$ cat config.mk
export PLATFORM = sky130hd
export DESIGN_NAME = counter_step_ctrl
export DESIGN_NICKNAME = d
export VERILOG_FILES = /design/src/rtl/counter_step_pkg.sv /design/src/rtl/btn_debounce.sv /design/src/rtl/counter_step_ctrl.sv
export SDC_FILE = /design/constraint.sdc
export NUM_CORES = 1
export LEC_CHECK = 0
export ABC_AREA = 1
export BUFFER_PORTS_ARGS = -buffer_cell sky130_fd_sc_hd__buf_2
export CORE_MARGIN = 2
export CORE_UTILIZATION = 62
export CTS_CLUSTER_DIAMETER = 150
export DETAILED_ROUTE_END_ITERATION = 7
export PLACE_DENSITY = 0.81
export SYNTH_ARGS = -nofsm -noshare
export SYNTH_HDL_FRONTEND = slang
export SYNTH_HIERARCHICAL = 1
export SYNTH_SLANG_ARGS = --single-unit
$ cat constraint.sdc
create_clock -name clk -period 3.55 [get_ports clk]
set_clock_uncertainty 0.2 [all_clocks]
set_input_delay 0.355 -clock clk [delete_from_list [all_inputs] [get_ports clk]]
set_output_delay 0.355 -clock clk [all_outputs]
set_load 0.05 [all_outputs]
$ cat src/rtl/counter_step_pkg.sv
// Shared types and helpers for the counter step controller.
// Optional hold-to-repeat is enabled with the COUNTER_STEP_HOLD_REPEAT_EN macro.
package counter_step_pkg;

  typedef enum logic [1:0] {
    DEB_IDLE,
    DEB_PRESS_WAIT,
    DEB_PRESSED,
    DEB_RELEASE_WAIT
  } deb_state_t;

  localparam int SYNC_STAGES = 2;

  // One counter width shared by debounce and repeat timing, so every count fits without wrapping.
  function automatic int cnt_width(input int a, input int b, input int c);
    int m;
    m = a;
    if (b > m) m = b;
    if (c > m) m = c;
    return $clog2(m) + 1;
  endfunction

endpackage

$ cat src/rtl/btn_debounce.sv
// Two-flop synchroniser plus debounce FSM for one raw pushbutton.
// The pressed output exists only when COUNTER_STEP_HOLD_REPEAT_EN is defined.
module btn_debounce
  import counter_step_pkg::*;
#(
  parameter int DEB_CYCLES = 16,
  parameter int CNT_W      = 5
) (
  input  logic clk,
  input  logic rst,
  input  logic btn,
  output logic press_pulse,
  output logic held
`ifdef COUNTER_STEP_HOLD_REPEAT_EN
  , output logic pressed
`endif
);

  localparam logic [CNT_W-1:0] LAST = CNT_W'(DEB_CYCLES - 1);

  logic [SYNC_STAGES-1:0] sync_ff;
  logic                   sync;
  deb_state_t             state;
  logic [CNT_W-1:0]       count;

  assign sync = sync_ff[SYNC_STAGES-1];

  always_ff @(posedge clk or posedge rst) begin
    if (rst) sync_ff <= '0;
    else     sync_ff <= {sync_ff[SYNC_STAGES-2:0], btn};
  end

  // count tracks stable samples in the current wait state and never exceeds LAST.
  always_ff @(posedge clk or posedge rst) begin
    if (rst) begin
      state <= DEB_IDLE;
      count <= '0;
    end else begin
      case (state)
        DEB_IDLE: begin
          if (sync) begin
            state <= DEB_PRESS_WAIT;
            count <= CNT_W'(1);
          end
        end
        DEB_PRESS_WAIT: begin
          if (!sync) begin
            state <= DEB_IDLE;
            count <= '0;
          end else if (count >= LAST) begin
            state <= DEB_PRESSED;
            count <= '0;
          end else begin
            count <= count + CNT_W'(1);
          end
        end
        DEB_PRESSED: begin
          if (!sync) begin
            state <= DEB_RELEASE_WAIT;
            count <= CNT_W'(1);
          end
        end
        DEB_RELEASE_WAIT: begin
          if (sync) begin
            state <= DEB_PRESSED;
            count <= '0;
          end else if (count >= LAST) begin
            state <= DEB_IDLE;
            count <= '0;
          end else begin
            count <= count + CNT_W'(1);
          end
        end
        default: begin
          state <= DEB_IDLE;
          count <= '0;
        end
      endcase
    end
  end

  // Pulse on the accepting sample itself so the output register lands on the same edge.
  assign press_pulse = (state == DEB_PRESS_WAIT) && sync && (count >= LAST);
  assign held        = (state == DEB_PRESSED) || (state == DEB_RELEASE_WAIT);
`ifdef COUNTER_STEP_HOLD_REPEAT_EN
  assign pressed     = (state == DEB_PRESSED);
`endif

endmodule

$ cat src/rtl/counter_step_ctrl.sv
// Turns two bouncing buttons into single-cycle ena/up steps for the up/down counter.
// Define COUNTER_STEP_HOLD_REPEAT_EN to add auto-repeat while one button is held.
module counter_step_ctrl
  import counter_step_pkg::*;
#(
  parameter int DEB_CYCLES    = 16,
  parameter int REPEAT_DELAY  = 64,
  parameter int REPEAT_PERIOD = 16
) (
  input  logic clk,
  input  logic rst,
  input  logic btn_up,
  input  logic btn_dn,
  output logic ena,
  output logic up
);

  localparam int CNT_W = cnt_width(DEB_CYCLES, REPEAT_DELAY, REPEAT_PERIOD);

  logic up_pulse, up_held, dn_pulse, dn_held;
  logic rep_up, rep_dn, up_evt, dn_evt;
`ifdef COUNTER_STEP_HOLD_REPEAT_EN
  logic up_pressed, dn_pressed;
`endif

  btn_debounce #(.DEB_CYCLES(DEB_CYCLES), .CNT_W(CNT_W)) u_deb_up (
    .clk(clk), .rst(rst), .btn(btn_up), .press_pulse(up_pulse), .held(up_held)
`ifdef COUNTER_STEP_HOLD_REPEAT_EN
    , .pressed(up_pressed)
`endif
  );

  btn_debounce #(.DEB_CYCLES(DEB_CYCLES), .CNT_W(CNT_W)) u_deb_dn (
    .clk(clk), .rst(rst), .btn(btn_dn), .press_pulse(dn_pulse), .held(dn_held)
`ifdef COUNTER_STEP_HOLD_REPEAT_EN
    , .pressed(dn_pressed)
`endif
  );

`ifdef COUNTER_STEP_HOLD_REPEAT_EN
  logic             up_only, dn_only, rep_run, rep_fire, rep_started;
  logic [CNT_W-1:0] rep_cnt, rep_target;

  assign up_only    = up_pressed && !dn_held;
  assign dn_only    = dn_pressed && !up_held;
  assign rep_run    = up_only || dn_only;
  assign rep_target = rep_started ? CNT_W'(REPEAT_PERIOD - 1) : CNT_W'(REPEAT_DELAY - 1);
  assign rep_fire   = rep_run && (rep_cnt == rep_target);
  assign rep_up     = rep_fire && up_only;
  assign rep_dn     = rep_fire && dn_only;

  // Leaving sole-pressed (release wait or the other button held) restarts the delay from scratch.
  always_ff @(posedge clk or posedge rst) begin
    if (rst) begin
      rep_cnt     <= '0;
      rep_started <= 1'b0;
    end else if (!rep_run) begin
      rep_cnt     <= '0;
      rep_started <= 1'b0;
    end else if (rep_fire) begin
      rep_cnt     <= '0;
      rep_started <= 1'b1;
    end else if (rep_cnt != '1) begin
      rep_cnt <= rep_cnt + CNT_W'(1);
    end
  end
`else
  assign rep_up = 1'b0;
  assign rep_dn = 1'b0;
`endif

  assign up_evt = up_pulse || rep_up;
  assign dn_evt = dn_pulse || rep_dn;

  // Only an unambiguous single-direction request produces a step; up holds otherwise.
  always_ff @(posedge clk or posedge rst) begin
    if (rst) begin
      ena <= 1'b0;
      up  <= 1'b1;
    end else begin
      ena <= 1'b0;
      if (up_evt && !dn_evt && !dn_held) begin
        ena <= 1'b1;
        up  <= 1'b1;
      end else if (dn_evt && !up_evt && !up_held) begin
        ena <= 1'b1;
        up  <= 1'b0;
      end
    end
  end

endmodule

Word-level counts from Yosys, hierarchy flattened
Cells that the tools add are included.

Input bits: 4. Flip-flop bits (word level): 24. Word-level logic and storage cells: 77. Output and inout port bits: 2.

Eq/ne operators: 14. Reductions and logical operators: 21. Multiplexer cells: 30. Order comparisons: 2. Add/sub/neg operators: 2.

Operator list (count): $mux 7 (10); $pmux 7 s4 (2); $mux 2 (12); $pmux 2 s4 (2); $add 7x1->7 const B (2); $ge 7x4->1 const B (2); $eq 2x2->1 const B (4); $logic_and 1x1->1 (8); $reduce_and 4->1 (2); $ne 3x1->1 const B (2); $ne 3x3->1 const B (2); $eq 2x1->1 const B (2); $logic_not 1->1 (4); $logic_not 2->1 (2); $mux 1 (4); $ne 2x1->1 const B (2); $ne 2x2->1 const B (2); $reduce_and 2->1 (2); $logic_or 1x1->1 (2); $reduce_bool 2->1 (1).

Longest topological paths before layout
Gate-level depths: netlist of run 1.

Word-level depth: 8. Depth in mapped cells: 9. Gate-level depth less buffers: 9.

Modules after synthesis
Netlist of run 1, hierarchy kept.

By module, submodules not included: btn_debounce (area an instance 513.0 µm², cells each 61, times used 2, sequential area each 275.3 µm²); counter_step_ctrl (area an instance 85.1 µm², cells each 10, times used 1, sequential area each 51.3 µm²).

Least setup slack after synthesis of run 1
Ideal clock, no wire load.

Kind: register to register. Start point: register u_deb_up.count[0]. End point: register up. Data required time: 3.273 ns. Path buffers: 0. Slack: 2.098 ns. Period minus slack after synthesis: 1.452 ns. Cell stages (with the launch flop): 10. Data arrival time: 1.175 ns. Setup time: 0.077 ns. Path through: dfrtp_1 ha_1 nand2_1 nor2_1 nor2_2 a21oi_1 nor2_1 nand2_1 nand2_1 nand2_1.

Longest elaborated chain between the ends: 6. Elaborated cells on any way between the ends: 9. Classes of those cells: order compare: 1; mux: 1; reduce/logical: 7.

RTL lines: from (decl) (RTL line btn_debounce.sv:24) `logic [CNT_W-1:0] count;`; from (signal assigned) (RTL line btn_debounce.sv:54) `count <= count + CNT_W'(1);`; from (signal assigned) (RTL line btn_debounce.sv:71) `count <= count + CNT_W'(1);`; $ge 7x4->1 * (RTL line btn_debounce.sv:83) `assign press_pulse = (state == DEB_PRESS_WAIT) && sync && (count >= LAST);`; $logic_and 1x1->1 * (RTL line btn_debounce.sv:83); named net up_evt (RTL line counter_step_ctrl.sv:21) `logic rep_up, rep_dn, up_evt, dn_evt;`; $logic_not 1->1 (RTL line counter_step_ctrl.sv:85) `end else if (dn_evt && !up_evt && !up_held) begin`; $logic_and 1x1->1 (2 in a row) (RTL line counter_step_ctrl.sv:85); $reduce_bool 2->1 (no line); to (signal assigned) (RTL line counter_step_ctrl.sv:79) `up <= 1'b1;`; to (signal assigned) (RTL line counter_step_ctrl.sv:84) `up <= 1'b1;`; to (signal assigned) (RTL line counter_step_ctrl.sv:87) `up <= 1'b0;`; to (decl) (RTL line counter_step_ctrl.sv:15) `output logic up`.

Mark *: on every way through the listed nets, which the timed path passes. The rest lies on a longest branch. A chain may end at the register's enable or synchronous reset.

Worst setup path after layout of run 1
Start point: register up. End point: output port up.

No word-level cell between the ends.

==> results of run 1 <==
-- cell families after synthesis --
| family | after synthesis |
|---|---|
| flops | 24 |
| compound gates | 10 |
| simple gates | 64 |
| xor+xnor | 4 |
| buf+inv | 28 |
| fa+ha+maj | 2 |
-- cells in the mapped netlist, types with 4 or more instances --
| library cell | number |
|---|---|
| sky130_fd_sc_hd__inv_1 | 26 |
| sky130_fd_sc_hd__nand2_1 | 24 |
| sky130_fd_sc_hd__dfrtp_1 | 23 |
| sky130_fd_sc_hd__nor2_1 | 17 |
| sky130_fd_sc_hd__nand3_1 | 14 |
| sky130_fd_sc_hd__nor2_2 | 4 |
| sky130_fd_sc_hd__o22ai_1 | 4 |
-- cell type report --
cell class                 instances  share of cell area
timing repair buffer               8              0.0443
clock buffer                       3              0.0181
clock inverter                     1              0.0242
multi-input combinational         80               0.325
tap                               25              0.0252
inverter                          26              0.0785
sequential                        24               0.484
-- worst paths after layout --
| check | endpoint | slack (ns) | cells past startpoint |
|---|---|---|---|
| min in group asynchronous | ena | 0.25 | 3 |
| worst max-delay path | up | 1.87 | 1 |
| worst max register to register | u_deb_up/state[0] | 1.94 | 8 |
| max in group asynchronous | u_deb_dn/count[3] | 2.46 | 3 |
| worst min register to register | u_deb_up/sync_ff[1] | 0.17 | 0 |
| worst min-delay path | u_deb_up/sync_ff[1] | 0.17 | 0 |
-- sequential cells by signal, summed over array words and instances, names as in the netlist, named ones only --
| register | flops |
|---|---|
| u_deb_dn/count | 7 |
| u_deb_up/count | 7 |
| u_deb_dn/sync_ff | 2 |
| u_deb_up/sync_ff | 2 |
| ena | 1 |
| u_deb_dn/state | 1 |
| u_deb_up/state | 1 |
| up | 1 |
-- power by group through the flow --
| stage | clock (uW) | sequential (uW) | combinational, uW |
|---|---|---|---|
| 4_1_cts | 201 | 376 | 213 |
| 3_3_place_gp | 0 | 378 | 200 |
| 2_1_floorplan | 0 | 368 | 177 |
| 3_5_place_dp | 0 | 381 | 208 |
| 5_1_grt | 211 | 389 | 249 |
| 6_report | 195 | 378 | 213 |
-- through the flow --
step	setup WS, ns	instance area, um^2	utilization
6_report	1.87	1240	0.727
5_1_grt	1.78	1240	0.727
4_1_cts	1.85	1240	0.727
3_5_place_dp	1.98	1160	0.679
3_3_place_gp	2.01	1160	0.679
2_1_floorplan	2.10	1110	-
-- metal layers --
layer	global-route usage	up-vias	wire (um)
met3	0.0510	4	54
met1	0.332	366	892
met5	0	-	0
li1	-	428	-
met4	0.0857	0	29
met2	0.314	15	905
-- cells in the final DEF (no fill, tap or decap), types with 2 or more instances in the layout --
master                           n
sky130_fd_sc_hd__dlygate4sd3_1   3
sky130_fd_sc_hd__nand2_1        24
sky130_fd_sc_hd__clkbuf_4        3
sky130_fd_sc_hd__nand3_1        14
sky130_fd_sc_hd__buf_2           5
sky130_fd_sc_hd__o21ai_0         2
sky130_fd_sc_hd__inv_1          26
sky130_fd_sc_hd__o21ai_1         2
sky130_fd_sc_hd__xor2_1          2
sky130_fd_sc_hd__nor2_1         17
sky130_fd_sc_hd__nor2_2          4
sky130_fd_sc_hd__nand2_2         2
sky130_fd_sc_hd__xnor2_1         2
sky130_fd_sc_hd__nand3_2         2
sky130_fd_sc_hd__a21oi_1         2
sky130_fd_sc_hd__o22ai_1         4
sky130_fd_sc_hd__dfrtp_1        23
sky130_fd_sc_hd__ha_1            2
==> reports/qor.yml, run 1 <==
finish:
  design.final.nets: 149
  antennaDiodeCount: 0
  num-fill-cells: 129
  seq_area_um2: 602
  fin_cells: 167
  final_layout_size_suffix_gt1_frac: 0.127
  multi_input_combinational_cell_area_um2: 404
  syn_to_layout_area_delta_pct: 11.8
hold_path:
  min-delay-path-class: "flip-flop to flip-flop"
  hold_start: "u_deb_up/sync_ff[0]"
setup_path:
  slowest_stage: "sky130_fd_sc_hd__dfstp_2"
  worst_path_buffer_plus_inverter_count: 1
  end_kind: "primary output"
  cp.required_ns: 2.99
  cp_cell_sequence: "buf_2"
  kind_of_cell_with_the_highest_combined_delay_on_the_critical_path: "flip-flops"
  path_class: "flip-flop to primary output"
  max_stage_delay_ns: 0.55
  startpoint: "up"
  timing.rr.start: "u_deb_up/count[0]"
  timing.critical_path.arrival_ns: 1.12
  cp_max_fo: 2
  timing.critical_path.from_type: "flip-flop"
grt:
  global_route.usage.total: 0.223
  vias_in_the_first_global_route: 724
  grt_pass1_wl_mm: 3.30
  initial_antenna_violation_count: 0
  gr-total-overflow: 0
  maximum_number_of_pins_on_one_net_before_global_route_repair: 15
clocking:
  ctsRootBufferMaster: "sky130_fd_sc_hd__clkbuf_4"
  cts_buffer_depth: 2
  clock_tree.htree_level_count: 1
  clock_insertion_delay_worst_skew_ns: 0.32
  post_cts.resized_instances: 0
  cts_tree: "done"
  cts_made_buffers: 3
  tritoncts_num_sinks: 24
  cts.reportedPaths.clkPinSlew_ns: 0.13
  post_cts.repair.setup_buffers: 0
  hold_buffers: 3
logic_synthesis:
  async_reset_ff_frac: 1.00
  post_synth_net_total: 138
  synth_flop_cell: "sky130_fd_sc_hd__dfrtp_1"
  synth_edf_count: 0
  synth.area.mux_share: 0
  synth.distinct_cells: 18
  post_synth_and_or_nand_nor_area_fraction: 0.260
  synthXorXnorAreaFrac: 0.0315
  synth-compound-area-share: 0.0495
  synth.cell_area_um2: 1110
  synth_area_leader_cell: "sky130_fd_sc_hd__dfrtp_1"
  post_synth_inst_count: 132
  synth_top_cell_area_share: 0.518
  dominant_combinational_cell_family_by_area_after_synthesis: "simple AND/OR/NAND/NOR gates"
  synth_seq_area_share: 0.542
  synth_fa_ha_area_frac: 0.0225
  yosysWarnings: 6
  synth.ff_latch_count: 24
  netlist_top_cells_area: "sky130_fd_sc_hd__dfrtp_1, sky130_fd_sc_hd__inv_1, sky130_fd_sc_hd__nand2_1, sky130_fd_sc_hd__nand3_1, sky130_fd_sc_hd__nor2_1"
  syn-mean-instance-area_um2: 8.42
timing:
  timing.hold.ws_ns: 0.169
  rsz_0062_raised_after_global_routing: "false"
  share_of_the_clock_period_used_by_the_worst_path: 0.473
  timing.slew.headroom: 0.717
  timing.final.max_slew_violations: 0
  worst_pin_slew_ns: 0.425
  timing.final.hold_violations: 0
  timing.final.setup_violations: 0
  timing.setup.tns_ns: 0
  finalCriticalPeriod_ns: 1.68
  max_freq_mhz: 595
run:
  maxCapViolCount: 0
pwr:
  share_seq_of_total_power: 0.481
  part_of_the_total_power_dissipated_in_the_clock_network: 0.248
  power_uw: 786
  switching_share_of_power: 0.350
  leakagePower_uw: 0.000629
  power.density_nw_per_um2: 632
  pwr-share-comb: 0.271
  cellInternalPower_uw: 511
  power.ir.vdd_worst_v: 0.000634
  switching_power_uw: 275
placement:
  hpwlAfterDp_mm: 1.33
  dp.cells: 160
  buffer_ports.inserted: 5
  gp_routability_congestion: 0.775
floorplan:
  rows: 15
  floorplan.io_pins: 6
  die_x_um: 46.3
  initial_utilization: 0.651
  die_area_um2: 2150
  overall_die_height_um: 46.3
  design.core.area_um2: 1710
drt:
  avgViaCountPerCell: 4.87
  wire_per_inst_um: 11.3
  drcViolationCount: 0
  drt-total-wl_mm: 1.88
  via_count: 813
  firstDrtPassIters: 4
  route.antenna.remaining_nets: 0
  detail_route.iter0.violations: 12
outcome:
  run_status: "completed"
Note: power is estimated with default switching activity, not from simulation.
==> inputs of run 2 (changes only) <==
--- a/config.mk
+++ b/config.mk
@@ -8,10 +8,10 @@
 export ABC_AREA = 1
 export BUFFER_PORTS_ARGS = -buffer_cell sky130_fd_sc_hd__buf_2
 export CORE_MARGIN = 2
-export CORE_UTILIZATION = 62
+export CORE_UTILIZATION = 58
 export CTS_CLUSTER_DIAMETER = 150
 export DETAILED_ROUTE_END_ITERATION = 7
-export PLACE_DENSITY = 0.81
+export PLACE_DENSITY = 0.76
 export SYNTH_ARGS = -nofsm -noshare
 export SYNTH_HDL_FRONTEND = slang
 export SYNTH_HIERARCHICAL = 1
==> constraint.sdc (replaced) <==
create_clock -name clk -period 1.6 [get_ports clk]
set_clock_uncertainty 0.2 [all_clocks]
set_input_delay 0.16 -clock clk [delete_from_list [all_inputs] [get_ports clk]]
set_output_delay 0.16 -clock clk [all_outputs]
set_load 0.05 [all_outputs]
==> run 2 against run 1 <==
Non-clock buffer count increased by 5; global-route usage fell by 2.5 points; wire length is 2.6% lower; setup slack got worse by 1.8 ns; clock power grew 35%; critical path type is now flip-flop to flip-flop; hold slack lost 0.11 ns; die area rose by 6.3%; combinational power grew to 2.8 times the previous value; first-iteration DRC count grew 8.3%; critical endpoint is now u_deb_up/count[3].
==> reports/qor.yml, run 2 (synthesis gave the netlist of run 1 again) <==
clocking:
  tritoncts_num_sinks: 24
  cts_made_buffers: 3
  clock_tree.htree_level_count: 1
  cts_buffer_depth: 2
  ctsRootBufferMaster: "sky130_fd_sc_hd__clkbuf_4"
  clock_insertion_delay_worst_skew_ns: 0.30
  cts.reportedPaths.clkPinSlew_ns: 0.12
  cts_tree: "done"
placement:
  buffer_ports.inserted: 5
  gp_routability_congestion: 0.794
  dpl_worst_slack_ns: 0.0822
  dp.cells: 163
  hpwlAfterDp_mm: 1.32
timing:
  max_freq_mhz: 657
  timing.slew.headroom: 0.711
  worst_pin_slew_ns: 0.433
  timing.final.setup_violations: 0
  timing.hold.ws_ns: 0.0616
  timing.final.max_slew_violations: 0
  timing.final.hold_violations: 0
  post_route_worst_setup_slack_ns: 0.0785
  finalCriticalPeriod_ns: 1.52
  share_of_the_clock_period_used_by_the_worst_path: 0.951
  rsz_0062_raised_after_global_routing: "true"
grt:
  global_route.usage.total: 0.198
  grt_pass1_wl_mm: 2.99
  initial_antenna_violation_count: 0
  maximum_number_of_pins_on_one_net_before_global_route_repair: 14
  vias_in_the_first_global_route: 731
  gr-total-overflow: 0
drt:
  drcViolationCount: 0
  via_count: 841
  wire_per_inst_um: 10.7
  detail_route.iter0.violations: 13
  firstDrtPassIters: 4
  drt-total-wl_mm: 1.83
  route.antenna.remaining_nets: 0
  avgViaCountPerCell: 4.89
floorplan:
  rows: 15
  design.core.area_um2: 1760
  floorplan.io_pins: 6
  die_x_um: 47.8
  overall_die_height_um: 47.8
  initial_utilization: 0.630
  die_area_um2: 2280
pwr:
  power.density_nw_per_um2: 1320
  power.ir.vdd_worst_v: 0.00105
  leakagePower_uw: 0.000639
  power_uw: 1670
finish:
  num-fill-cells: 149
  fin_cells: 172
  final_util: 0.719
  layout.cells.most_common_list: "sky130_fd_sc_hd__inv_1, sky130_fd_sc_hd__nand2_1, sky130_fd_sc_hd__dfrtp_1, sky130_fd_sc_hd__nor2_1, sky130_fd_sc_hd__nand3_1"
  antennaDiodeCount: 0
  design.final.nets: 154
  syn_to_layout_area_delta_pct: 14.2
  final_layout_size_suffix_gt1_frac: 0.184
  reg_top3: "u_deb_dn/count (7), u_deb_up/count (7)"
  final_common_cell: "sky130_fd_sc_hd__inv_1"
setup_path:
  path_class: "flip-flop to flip-flop"
  rrSetupSlack_ns: 0.08
  cp.required_ns: 1.63
  cp_max_fo: 4
  timing.critical_path.arrival_ns: 1.56
  end_kind: "flip-flop"
  worstRegToRegCells: 7
  timing.critical_path.from_type: "flip-flop"
run:
  maxCapViolCount: 0
outcome:
  run_status: "completed"
hold_path:
  min-delay-path-class: "primary input to asynchronous set/reset pin"
[run 2: worst max-delay path, stage by stage (launching register included)]
cell and delay [ns]:
sky130_fd_sc_hd__dfrtp_1 0.43, sky130_fd_sc_hd__ha_2 0.20, sky130_fd_sc_hd__nand2_1 0.06, sky130_fd_sc_hd__nor2_1 0.04, sky130_fd_sc_hd__nor2_2 0.13, sky130_fd_sc_hd__nand3_2 0.14, sky130_fd_sc_hd__buf_6 0.15, sky130_fd_sc_hd__o22ai_1 0.09
[run 2: stage by stage]
| stage | setup TNS (ns) | instance area (um^2) |
|---|---|---|
| 5_1_grt | -0.0487 | 1270 |
| 4_1_cts | 0 | 1240 |
| 6_report | 0 | 1270 |
| 2_1_floorplan | 0 | 1110 |
| 3_5_place_dp | 0 | 1180 |
| 3_3_place_gp | 0 | 1180 |
[run 2: cell type report]
class,instances,area [um^2],share of cell area
clock buffers,4,26.3,0.0207
well taps,25,31.3,0.0247
inverters,26,97.6,0.0769
repair buffers,13,96.3,0.0759
multi-input cells,80,415,0.327
flip-flops and latches,24,602,0.474
[run 2: report_power, final]
part / internal (uW) / switching, uW / leakage [uW]
Clock: 97.2 / 167 / 0.0000150
Sequential: 709 / 108 / 0.000311
Combinational: 246 / 346 / 0.000313
[run 2: path summary, 6_finish.rpt]
kind	from	to
setup / recovery	u_deb_up/count[1]	u_deb_up/count[3]
hold / removal	rst	ena
hold reg to reg	u_deb_up/sync_ff[0]	u_deb_up/sync_ff[1]
max in group asynchronous	rst	u_deb_dn/count[5]
min in group clk	u_deb_up/sync_ff[0]	u_deb_up/sync_ff[1]
setup reg to reg	u_deb_up/count[1]	u_deb_up/count[3]
[run 2: metal layers]
layer | wire [um] | global-route usage
met4 | 27 | 0.114
met3 | 54 | 0.0528
met1 | 915 | 0.267
met2 | 834 | 0.288
met5 | 0 | 0
[run 2: timing repair]
item	in CTS	in global routing
setup buffers	0	2
setup endpoints to repair	0	6
hold buffers	3	0
gates resized for setup	0	7
hold endpoints to repair	26	0
==> inputs of run 3 (changes only) <==
--- a/config.mk
+++ b/config.mk
@@ -8,10 +8,10 @@
 export ABC_AREA = 1
 export BUFFER_PORTS_ARGS = -buffer_cell sky130_fd_sc_hd__buf_2
 export CORE_MARGIN = 2
-export CORE_UTILIZATION = 58
+export CORE_UTILIZATION = 62
 export CTS_CLUSTER_DIAMETER = 150
 export DETAILED_ROUTE_END_ITERATION = 7
-export PLACE_DENSITY = 0.76
+export PLACE_DENSITY = 0.81
 export SYNTH_ARGS = -nofsm -noshare
 export SYNTH_HDL_FRONTEND = slang
 export SYNTH_HIERARCHICAL = 1
==> constraint.sdc (replaced) <==
create_clock -name clk -period 1.8 [get_ports clk]
set_clock_uncertainty 0.2 [all_clocks]
set_input_delay 0.18 -clock clk [delete_from_list [all_inputs] [get_ports clk]]
set_output_delay 0.18 -clock clk [all_outputs]
set_load 0.05 [all_outputs]
==> run 3 against run 2 <==
Final cell count decreased by 2.9%; clock power is 49% higher; die area is 5.9% lower; setup slack improved by 0.10 ns; wire length up 2.9%; highest routed layer unchanged.
==> reports/qor.yml, run 3 (synthesis gave the netlist of run 1 again) <==
hold_path:
  min-delay-path-class: "primary input to asynchronous set/reset pin"
timing:
  max_freq_mhz: 617
  finalCriticalPeriod_ns: 1.62
  timing.setup.tns_ns: 0
  timing.final.setup_violations: 0
  rsz_0062_raised_after_global_routing: "false"
  timing.slew.headroom: 0.730
  timing.final.max_slew_violations: 0
  share_of_the_clock_period_used_by_the_worst_path: 0.900
  timing.hold.ws_ns: 0.0735
  worst_pin_slew_ns: 0.404
  timing.final.hold_violations: 0
clocking:
  cts_tree: "done"
  cts_buffer_depth: 2
  clock_tree.htree_level_count: 1
  cts.reportedPaths.clkPinSlew_ns: 0.14
  tritoncts_num_sinks: 24
  post_cts.resized_instances: 0
  cts_made_buffers: 3
  ctsRootBufferMaster: "sky130_fd_sc_hd__clkbuf_4"
  clock_insertion_delay_worst_skew_ns: 0.32
  post_cts.repair.setup_buffers: 0
pwr:
  switching_share_of_power: 0.353
  leakagePower_uw: 0.000629
  power.density_nw_per_um2: 1250
  part_of_the_total_power_dissipated_in_the_clock_network: 0.253
  share_seq_of_total_power: 0.477
  switching_power_uw: 550
  pwr-share-comb: 0.270
  cellInternalPower_uw: 1010
  power.ir.vdd_worst_v: 0.00101
setup_path:
  cp.required_ns: 1.88
  regToRegEndpoint: "up"
  cp_max_fo: 5
  timing.critical_path.arrival_ns: 1.70
  rrSetupSlack_ns: 0.18
  end_kind: "flip-flop"
  timing.rr.start: "u_deb_up/count[0]"
  timing.critical_path.from_type: "flip-flop"
  path_class: "flip-flop to flip-flop"
  worstRegToRegCells: 9
finish:
  layout.cells.most_common_list: "sky130_fd_sc_hd__inv_1, sky130_fd_sc_hd__nand2_1, sky130_fd_sc_hd__dfrtp_1, sky130_fd_sc_hd__nor2_1, sky130_fd_sc_hd__nand3_1"
  syn_to_layout_area_delta_pct: 11.8
  final_layout_size_suffix_gt1_frac: 0.127
  reg_top3: "u_deb_dn/count (7), u_deb_up/count (7)"
  final_common_cell: "sky130_fd_sc_hd__inv_1"
  antennaDiodeCount: 0
  num-fill-cells: 128
  multi_input_combinational_cell_area_um2: 404
  design.final.nets: 149
  seq_area_um2: 602
floorplan:
  die_area_um2: 2150
  initial_utilization: 0.651
  design.core.area_um2: 1710
  die_x_um: 46.3
  floorplan.io_pins: 6
  rows: 15
  overall_die_height_um: 46.3
placement:
  buffer_ports.inserted: 5
  gp_routability_congestion: 0.775
  hpwlAfterDp_mm: 1.35
outcome:
  run_status: "completed"
grt:
  global_route.usage.total: 0.216
  grt_pass1_wl_mm: 3.22
  maximum_number_of_pins_on_one_net_before_global_route_repair: 15
  gr-total-overflow: 0
  vias_in_the_first_global_route: 746
  initial_antenna_violation_count: 0
drt:
  avgViaCountPerCell: 5.06
  via_count: 845
  detail_route.iter0.violations: 16
  wire_per_inst_um: 11.3
  route.antenna.remaining_nets: 0
  firstDrtPassIters: 4
  drcViolationCount: 0
  drt-total-wl_mm: 1.89
run:
  maxCapViolCount: 0
-- run 3: cell count changes in the layout (fill, tap and decap cells not counted), sizes merged --
cell,change
buf,-5
bufinv,+1
clkbuf,-1
-- run 3: worst max-delay path by stage --
stage / startpoint / to / depth (start not counted)
3_5_place_dp: u_deb_up/count[0] / up / 9
5_1_grt: u_deb_up/count[0] / u_deb_up/state[0] / 8
2_1_floorplan: u_deb_up/count[0] / up / 9
3_3_place_gp: u_deb_up/count[0] / u_deb_up/state[0] / 8
4_1_cts: u_deb_up/count[0] / u_deb_up/state[0] / 8
6_report: u_deb_up/count[0] / up / 9
-- run 3: worst max-delay path: stages (launching register included) --
cell                      delay (ns)
sky130_fd_sc_hd__dfrtp_1        0.44
sky130_fd_sc_hd__ha_1           0.21
sky130_fd_sc_hd__nand2_1        0.07
sky130_fd_sc_hd__nor2_1         0.12
sky130_fd_sc_hd__nor2_2         0.07
sky130_fd_sc_hd__a21oi_1        0.20
sky130_fd_sc_hd__nor2_1         0.07
sky130_fd_sc_hd__nand2_1        0.08
sky130_fd_sc_hd__nand2_1        0.05
sky130_fd_sc_hd__nand2_1        0.06
-- run 3: stage by stage --
step                      total power (uW)  cell area, um^2  utilization  worst slack (ns)  cells
after floorplan                       1080             1110            -             0.348    132
after global placement                1140             1160        0.679             0.260    160
after detailed placement              1160             1160        0.679             0.226    160
after CTS                             1560             1240        0.727             0.196    167
after global routing                  1660             1240        0.727            0.0530    167
final                                 1560             1240        0.727             0.180    167
-- run 3: what timing repair did --
action | in CTS | in global routing
endpoints found under the setup margin | 0 | 0
hold buffers | 3 | 0
hold endpoints to repair | 26 | 0
-- run 3: final cells by class --
type | count | share of cell area
sequential | 24 | 0.484
clock buffer | 3 | 0.0181
multi-input combinational | 80 | 0.325
tap | 25 | 0.0252
clock inverter | 1 | 0.0242
inverter | 26 | 0.0785
timing repair buffer | 8 | 0.0443
-- run 3: power by group through the flow --
stage | sequential (uW) | clock, uW | combinational, uW
6_report | 743 | 393 | 421
5_1_grt | 759 | 413 | 490
4_1_cts | 739 | 397 | 421
3_5_place_dp | 750 | 0 | 410
3_3_place_gp | 745 | 0 | 395
2_1_floorplan | 726 | 0 | 350
-- run 3: layer usage --
metal  part of all wire  wire [um]  vias up  track usage
met5                  0          0        -            0
met4              0.013         24        0       0.0686
met3              0.042         80        4       0.0471
met2               0.48        914       21        0.325
met1               0.46        866      392        0.309
li1                   -          -      428            -
